[src/rtl/param_counter_bank_if.sv]
// Load/count bus for param_counter_bank: per-channel controls, load handshake, counter outputs.
interface param_counter_bank_if #(
    parameter int unsigned NUM_CHANNELS = 4,
    parameter int unsigned WIDTH        = 8
);
    localparam int unsigned CHAN_W = (NUM_CHANNELS > 1) ? $clog2(NUM_CHANNELS) : 1;

    logic [NUM_CHANNELS-1:0]       en;
    logic [NUM_CHANNELS-1:0]       dir;
    logic [NUM_CHANNELS-1:0]       clear;
    logic                          load_valid;
    logic                          load_ready;
    logic [CHAN_W-1:0]             load_chan;
    logic [WIDTH-1:0]              load_data;
    logic                          load_err;
    logic [NUM_CHANNELS*WIDTH-1:0] count;
    logic [NUM_CHANNELS-1:0]       event_pulse;

    modport master (
        output en, dir, clear, load_valid, load_chan, load_data,
        input  load_ready, load_err, count, event_pulse
    );

    modport slave (
        input  en, dir, clear, load_valid, load_chan, load_data,
        output load_ready, load_err, count, event_pulse
    );
endinterface

[src/rtl/param_counter_bank.sv]
// Multi-channel up/down counter bank with wrap/saturate overflow and a two-state handshaked load port.
module param_counter_bank #(
    parameter int unsigned     NUM_CHANNELS = 4,
    parameter int unsigned     WIDTH        = 8,
    parameter longint unsigned STEP         = 1,
    parameter bit              SATURATE     = 1'b0,
    parameter longint unsigned RESET_VALUE  = 0
) (
    input  logic                  clk,
    input  logic                  rst,
    param_counter_bank_if.slave   bank_if
);
    localparam int unsigned       CHAN_W = (NUM_CHANNELS > 1) ? $clog2(NUM_CHANNELS) : 1;
    localparam logic [WIDTH:0]    STEP_W = (WIDTH+1)'(STEP);
    localparam logic [WIDTH-1:0]  RST_V  = WIDTH'(RESET_VALUE);
    localparam logic [WIDTH-1:0]  MAX_V  = {WIDTH{1'b1}};

    // Reject step values that cannot be represented in the counter width.
    if (STEP == 0 || STEP >= (64'd1 << WIDTH)) begin : g_bad_step
        $fatal(1, "param_counter_bank: STEP must be in 1..2^WIDTH-1");
    end

    typedef enum logic {
        IDLE   = 1'b0,
        COMMIT = 1'b1
    } state_e;

    state_e                  state_q, state_d;
    logic                    ready_q, ready_d;
    logic                    err_q, err_d;
    logic [CHAN_W-1:0]       chan_q;
    logic [WIDTH-1:0]        data_q;
    logic [WIDTH-1:0]        cnt_q [NUM_CHANNELS];
    logic [WIDTH-1:0]        cnt_d [NUM_CHANNELS];
    logic [NUM_CHANNELS-1:0] evt_q, evt_d;
    logic                    accept_c;
    logic                    commit_c;
    logic                    chan_bad_c;

    // Load FSM state, ready flag, error pulse and holding registers.
    always_ff @(posedge clk or posedge rst) begin
        if (rst) begin
            state_q <= IDLE;
            ready_q <= 1'b0;
            err_q   <= 1'b0;
            chan_q  <= '0;
            data_q  <= '0;
        end else begin
            state_q <= state_d;
            ready_q <= ready_d;
            err_q   <= err_d;
            if (accept_c) begin
                chan_q <= bank_if.load_chan;
                data_q <= bank_if.load_data;
            end
        end
    end

    // Next-state and handshake decode: accept in IDLE, write during COMMIT.
    always_comb begin
        state_d    = state_q;
        accept_c   = 1'b0;
        commit_c   = 1'b0;
        chan_bad_c = (32'(bank_if.load_chan) >= NUM_CHANNELS);
        case (state_q)
            IDLE: begin
                if (bank_if.load_valid && ready_q) begin
                    accept_c = 1'b1;
                    state_d  = COMMIT;
                end
            end
            COMMIT: begin
                commit_c = 1'b1;
                state_d  = IDLE;
            end
            default: state_d = IDLE;
        endcase
        ready_d = (state_d == IDLE);
        err_d   = accept_c && chan_bad_c;
    end

    // Counter and event registers.
    always_ff @(posedge clk or posedge rst) begin
        if (rst) begin
            for (int i = 0; i < int'(NUM_CHANNELS); i++) begin
                cnt_q[i] <= RST_V;
            end
            evt_q <= '0;
        end else begin
            cnt_q <= cnt_d;
            evt_q <= evt_d;
        end
    end

    // Per-channel update: clear beats commit-load beats count; only counting raises events.
    always_comb begin
        logic [WIDTH:0] sum;
        logic [WIDTH:0] diff;
        cnt_d = cnt_q;
        evt_d = '0;
        sum   = '0;
        diff  = '0;
        for (int i = 0; i < int'(NUM_CHANNELS); i++) begin
            sum  = {1'b0, cnt_q[i]} + STEP_W;
            diff = {1'b0, cnt_q[i]} - STEP_W;
            if (bank_if.clear[i]) begin
                cnt_d[i] = RST_V;
            end else if (commit_c && (32'(chan_q) == 32'(i))) begin
                cnt_d[i] = data_q;
            end else if (bank_if.en[i]) begin
                if (bank_if.dir[i]) begin
                    evt_d[i] = sum[WIDTH];
                    cnt_d[i] = (sum[WIDTH] && SATURATE) ? MAX_V : sum[WIDTH-1:0];
                end else begin
                    evt_d[i] = diff[WIDTH];
                    cnt_d[i] = (diff[WIDTH] && SATURATE) ? '0 : diff[WIDTH-1:0];
                end
            end
        end
    end

    // Drive the bus outputs straight from registers.
    always_comb begin
        for (int i = 0; i < int'(NUM_CHANNELS); i++) begin
            bank_if.count[i*WIDTH +: WIDTH] = cnt_q[i];
        end
        bank_if.event_pulse = evt_q;
        bank_if.load_ready  = ready_q;
        bank_if.load_err    = err_q;
    end
endmodule
[src/flat_wrapper.sv]
// flat-port wrapper written by rule: the top's interface ports become plain ports
module param_counter_bank_flat 
#(
    parameter int unsigned     NUM_CHANNELS = 4,
    parameter int unsigned     WIDTH        = 8,
    parameter longint unsigned STEP         = 1,
    parameter bit              SATURATE     = 1'b0,
    parameter longint unsigned RESET_VALUE  = 0
)
  (clk, rst, bank_if_en, bank_if_dir, bank_if_clear, bank_if_load_valid, bank_if_load_chan, bank_if_load_data, bank_if_load_ready, bank_if_load_err, bank_if_count, bank_if_event_pulse);
  param_counter_bank_if #(.NUM_CHANNELS(NUM_CHANNELS), .WIDTH(WIDTH)) bank_if_i ();
  input  logic clk;
  input  logic rst;
  input wire logic [$bits(bank_if_i.en)-1:0] bank_if_en;
  input wire logic [$bits(bank_if_i.dir)-1:0] bank_if_dir;
  input wire logic [$bits(bank_if_i.clear)-1:0] bank_if_clear;
  input wire logic [$bits(bank_if_i.load_valid)-1:0] bank_if_load_valid;
  input wire logic [$bits(bank_if_i.load_chan)-1:0] bank_if_load_chan;
  input wire logic [$bits(bank_if_i.load_data)-1:0] bank_if_load_data;
  output wire logic [$bits(bank_if_i.load_ready)-1:0] bank_if_load_ready;
  output wire logic [$bits(bank_if_i.load_err)-1:0] bank_if_load_err;
  output wire logic [$bits(bank_if_i.count)-1:0] bank_if_count;
  output wire logic [$bits(bank_if_i.event_pulse)-1:0] bank_if_event_pulse;
  assign bank_if_i.en = bank_if_en;
  assign bank_if_i.dir = bank_if_dir;
  assign bank_if_i.clear = bank_if_clear;
  assign bank_if_i.load_valid = bank_if_load_valid;
  assign bank_if_i.load_chan = bank_if_load_chan;
  assign bank_if_i.load_data = bank_if_load_data;
  assign bank_if_load_ready = bank_if_i.load_ready;
  assign bank_if_load_err = bank_if_i.load_err;
  assign bank_if_count = bank_if_i.count;
  assign bank_if_event_pulse = bank_if_i.event_pulse;
  param_counter_bank #(.NUM_CHANNELS(NUM_CHANNELS), .WIDTH(WIDTH), .STEP(STEP), .SATURATE(SATURATE), .RESET_VALUE(RESET_VALUE)) u_core (.clk(clk), .rst(rst), .bank_if(bank_if_i));
endmodule
[config.mk]
export PLATFORM = sky130hd
export DESIGN_NAME = param_counter_bank_flat
export DESIGN_NICKNAME = d
export VERILOG_FILES = /design/src/rtl/param_counter_bank_if.sv /design/src/rtl/param_counter_bank.sv /design/src/flat_wrapper.sv
export SDC_FILE = /design/constraint.sdc
export NUM_CORES = 1
export LEC_CHECK = 0
export CAP_MARGIN = 30
export CELL_PAD_IN_SITES_DETAIL_PLACEMENT = 1
export CELL_PAD_IN_SITES_GLOBAL_PLACEMENT = 1
export CORE_ASPECT_RATIO = 1.75
export CORE_MARGIN = 2
export CORE_UTILIZATION = 25
export CTS_BUF_LIST = sky130_fd_sc_hd__clkbuf_8
export CTS_CLUSTER_DIAMETER = 50
export DETAILED_ROUTE_END_ITERATION = 8
export PLACE_DENSITY_LB_ADDON = 0.1
export REMOVE_ABC_BUFFERS = 1
export SYNTH_ARGS = -nofsm -noshare
export SYNTH_HDL_FRONTEND = slang
export SYNTH_SLANG_ARGS = --single-unit
export TNS_END_PERCENT = 100
[constraint.sdc]
create_clock -name clk -period 3.9 [get_ports clk]
set_input_delay 0.975 -clock clk [delete_from_list [all_inputs] [get_ports clk]]
set_output_delay 0.975 -clock clk [all_outputs]
set_load 0.02 [all_outputs]
==> impl_metrics.ini <==
[die]
design.die.area_um2 = 13090
initial_core_util = 0.2547
num_rows = 53
die_h_um = 149.9
die_w_um = 87.37
io_pins = 63
fp.coreArea_um2 = 11940

[worst_hold_path]
worstHoldPathType = flop to flop

[clock_tree]
path_clk_slew_ns = 0.09
clk_latency_ns = 0.31
postCtsHoldBufs = 0
cts_tree = built
cts-root-buf = clkbuf_8
numCtsBuffers = 5
cts_resized = 0
clockBufferDepth = 2
cts_sinks = 48
post-cts-setup-buffer-count = 0
ctsHtreeMaxLevel = 2

[placed_design]
portBuffers = 61
gp_congestion = 0.7864
dp_hpwl_um = 6972

[global_route]
grt_pass1_wl_um = 15730
met2_usage = 0.2826
antenna_found_initial = 0
grt_max_degree = 49
gr-usage-met1 = 0.1813
grt_usage = 0.1545
grt-ovfl-total = 0
grt_pass1_vias = 2885
grt_use_met3 = 0.02317
grt.busiest_layer = met2

[sta]
rsz0062_at_grt = false
clock.fmax_mhz = 384.2
hold_violations = 0
whs_ns = 0.5806
worstMarginPinSlew_ns = 0.8044
fin_crit_sh = 0.6673
setup_viol = 0
slew_violations = 0
max_slew_margin = 0.4621
final.min_clock_period_ns = 2.603
skew_ns = 0.004679
fin_tns_setup_ns = 0

[power_and_ir_drop]
total_power_w = 0.001704
peakVddDrop_v = 0.0001399
powerDensity_nw_per_um2 = 446.4
leakage_nw = 1.573

[routing]
ant_nets = 0
first_pass_iters = 4
drt-total-wl_um = 9561
drt-initial-drc-count = 67
vias = 2726
vias_per_cell = 5.183
drc = 0
wl_per_cell_um = 18.18

[critical_path]
end_kind = flop
startpoint_type = primary input
worstPathRequired_ns = 4.11
ff2ff_setup_slack_ns = 1.96
cp.arrival_ns = 2.81
crit_type = primary input to flop
worstPathMaxFanout = 6

[logic_synthesis]
synth_edf_count = 0
synthArstFlopShare = 1.000
ys_seq_area_frac = 0.3951
ys_types = 58
ys.flop_type = dfrtp_1
synthCells = 335
netlist_area_um2 = 3040
post_synth.cell_area_avg_um2 = 9.076
ys_ff_latch = 48
yosys_warnings = 0

[layout]
mostFrequentLayoutCell = clkdlybuf4s50_1
final_cell_mix = clkdlybuf4s50_1 (61), dfrtp_1 (48), nor2_1 (42), nand2_1 (37), a211oi_1 (23)
fin_nets = 421
area_growth_pct = 25.51
antennaDiodeCount = 0
layout-drive-gt1-share = 0.06170

[flow_run]
drv_cap = 0

[status]
status = finished clean
[per-stage QoR]
step / area (µm²) / setup WS (ns) / cells / utilization
2_1_floorplan: 2929 / 1.781 / 318 / -
3_3_place_gp: 3726 / 0.9897 / 518 / 0.3122
3_5_place_dp: 3726 / 0.9874 / 518 / 0.3122
4_1_cts: 3816 / 1.304 / 526 / 0.3197
5_1_grt: 3816 / 1.208 / 526 / 0.3197
6_report: 3816 / 1.297 / 526 / 0.3197
[report_power, final]
group / leakage [nW] / total [W] / switching [W] / internal, W
registers: 0.629 / 0.000755 / 0.000172 / 0.000584
logic: 0.890 / 0.000628 / 0.000315 / 0.000313
clock network: 0.0538 / 0.000320 / 0.000180 / 0.000140
[per-layer routing]
| metal | wire length [µm] | vias up |
|---|---|---|
| li1 | - | 1315 |
| met1 | 3845 | 1354 |
| met2 | 5295 | 44 |
| met3 | 241 | 13 |
| met4 | 178 | 0 |
| met5 | 0 | - |
[worst max-delay path, stage by stage]
cell             delay, ns
clkdlybuf4s50_1       0.53
nor4_1                0.47
a22oi_1               0.19
or3_1                 0.34
a311oi_1              0.30
[cells in the mapped netlist, drive strengths merged (3+ instances only)]
cell,n,area [µm²]
a211oi,23,172.7
a21oi,8,40.04
a22oi,4,30.03
a311oi,5,50.04
a31oi,3,18.77
and2,6,37.54
and3,4,25.02
and4,6,52.55
buf,6,50.04
clkbuf,11,61.31
dfrtp,48,1201
ha,8,100.1
inv,12,45.04
mux2i,3,30.03
nand2,37,138.9
nand3,7,35.03
nand3b,7,56.30
nand4,10,62.56
nor2,42,157.7
nor2b,4,25.02
nor3b,3,22.52
nor4,6,37.54
o21ai,12,60.06
or3,7,43.79
or3b,3,26.28
or4b,3,33.78
xnor2,12,105.1
xor2,10,87.58
[final timing paths]
check / start / end / depth (start not counted)
max in group asynchronous: rst / u_core.bank_if.count[23] / 3
max reg2reg: u_core.bank_if.count[8] / u_core.bank_if.count[13] / 4
min reg2reg: u_core.chan_q[1] / u_core.chan_q[1] / 2
min in group asynchronous: rst / u_core.data_q[6] / 3
max: bank_if_dir[1] / u_core.bank_if.count[13] / 5
min: u_core.chan_q[1] / u_core.chan_q[1] / 2
[cells by family after synthesis]
logic type / count (synthesis) / share of synthesized area
AOI/OAI and AO/OA: 68 / 0.1634
buffers and inverters: 29 / 0.05144
xor gates and xnor gates: 22 / 0.06337
other: 1 / 0.001233
and+or+nand+nor: 154 / 0.2753
DFF: 48 / 0.3951
adders and majority gates: 8 / 0.03292
muxes: 5 / 0.01728
[registers in the layout (all words and copies together), names as in the netlist]
signal / count
u_core.bank_if.count: 32
u_core.bank_if.event_pulse: 4
u_core.bank_if.load_ready: 1
u_core.chan_q: 2
u_core.data_q: 8
u_core.state_q: 1
[area by class of cell]
class                   instances  area (µm²)
clock buffers                   6       82.58
inverters                      12       45.04
repair buffers                 63       625.6
clock inverters                 2       7.507
multi-input cells             258        1683
flip-flops and latches         48        1201
well taps                     137       171.4
fillers                      1408        8120
Note: power is estimated with default switching activity, not from simulation.
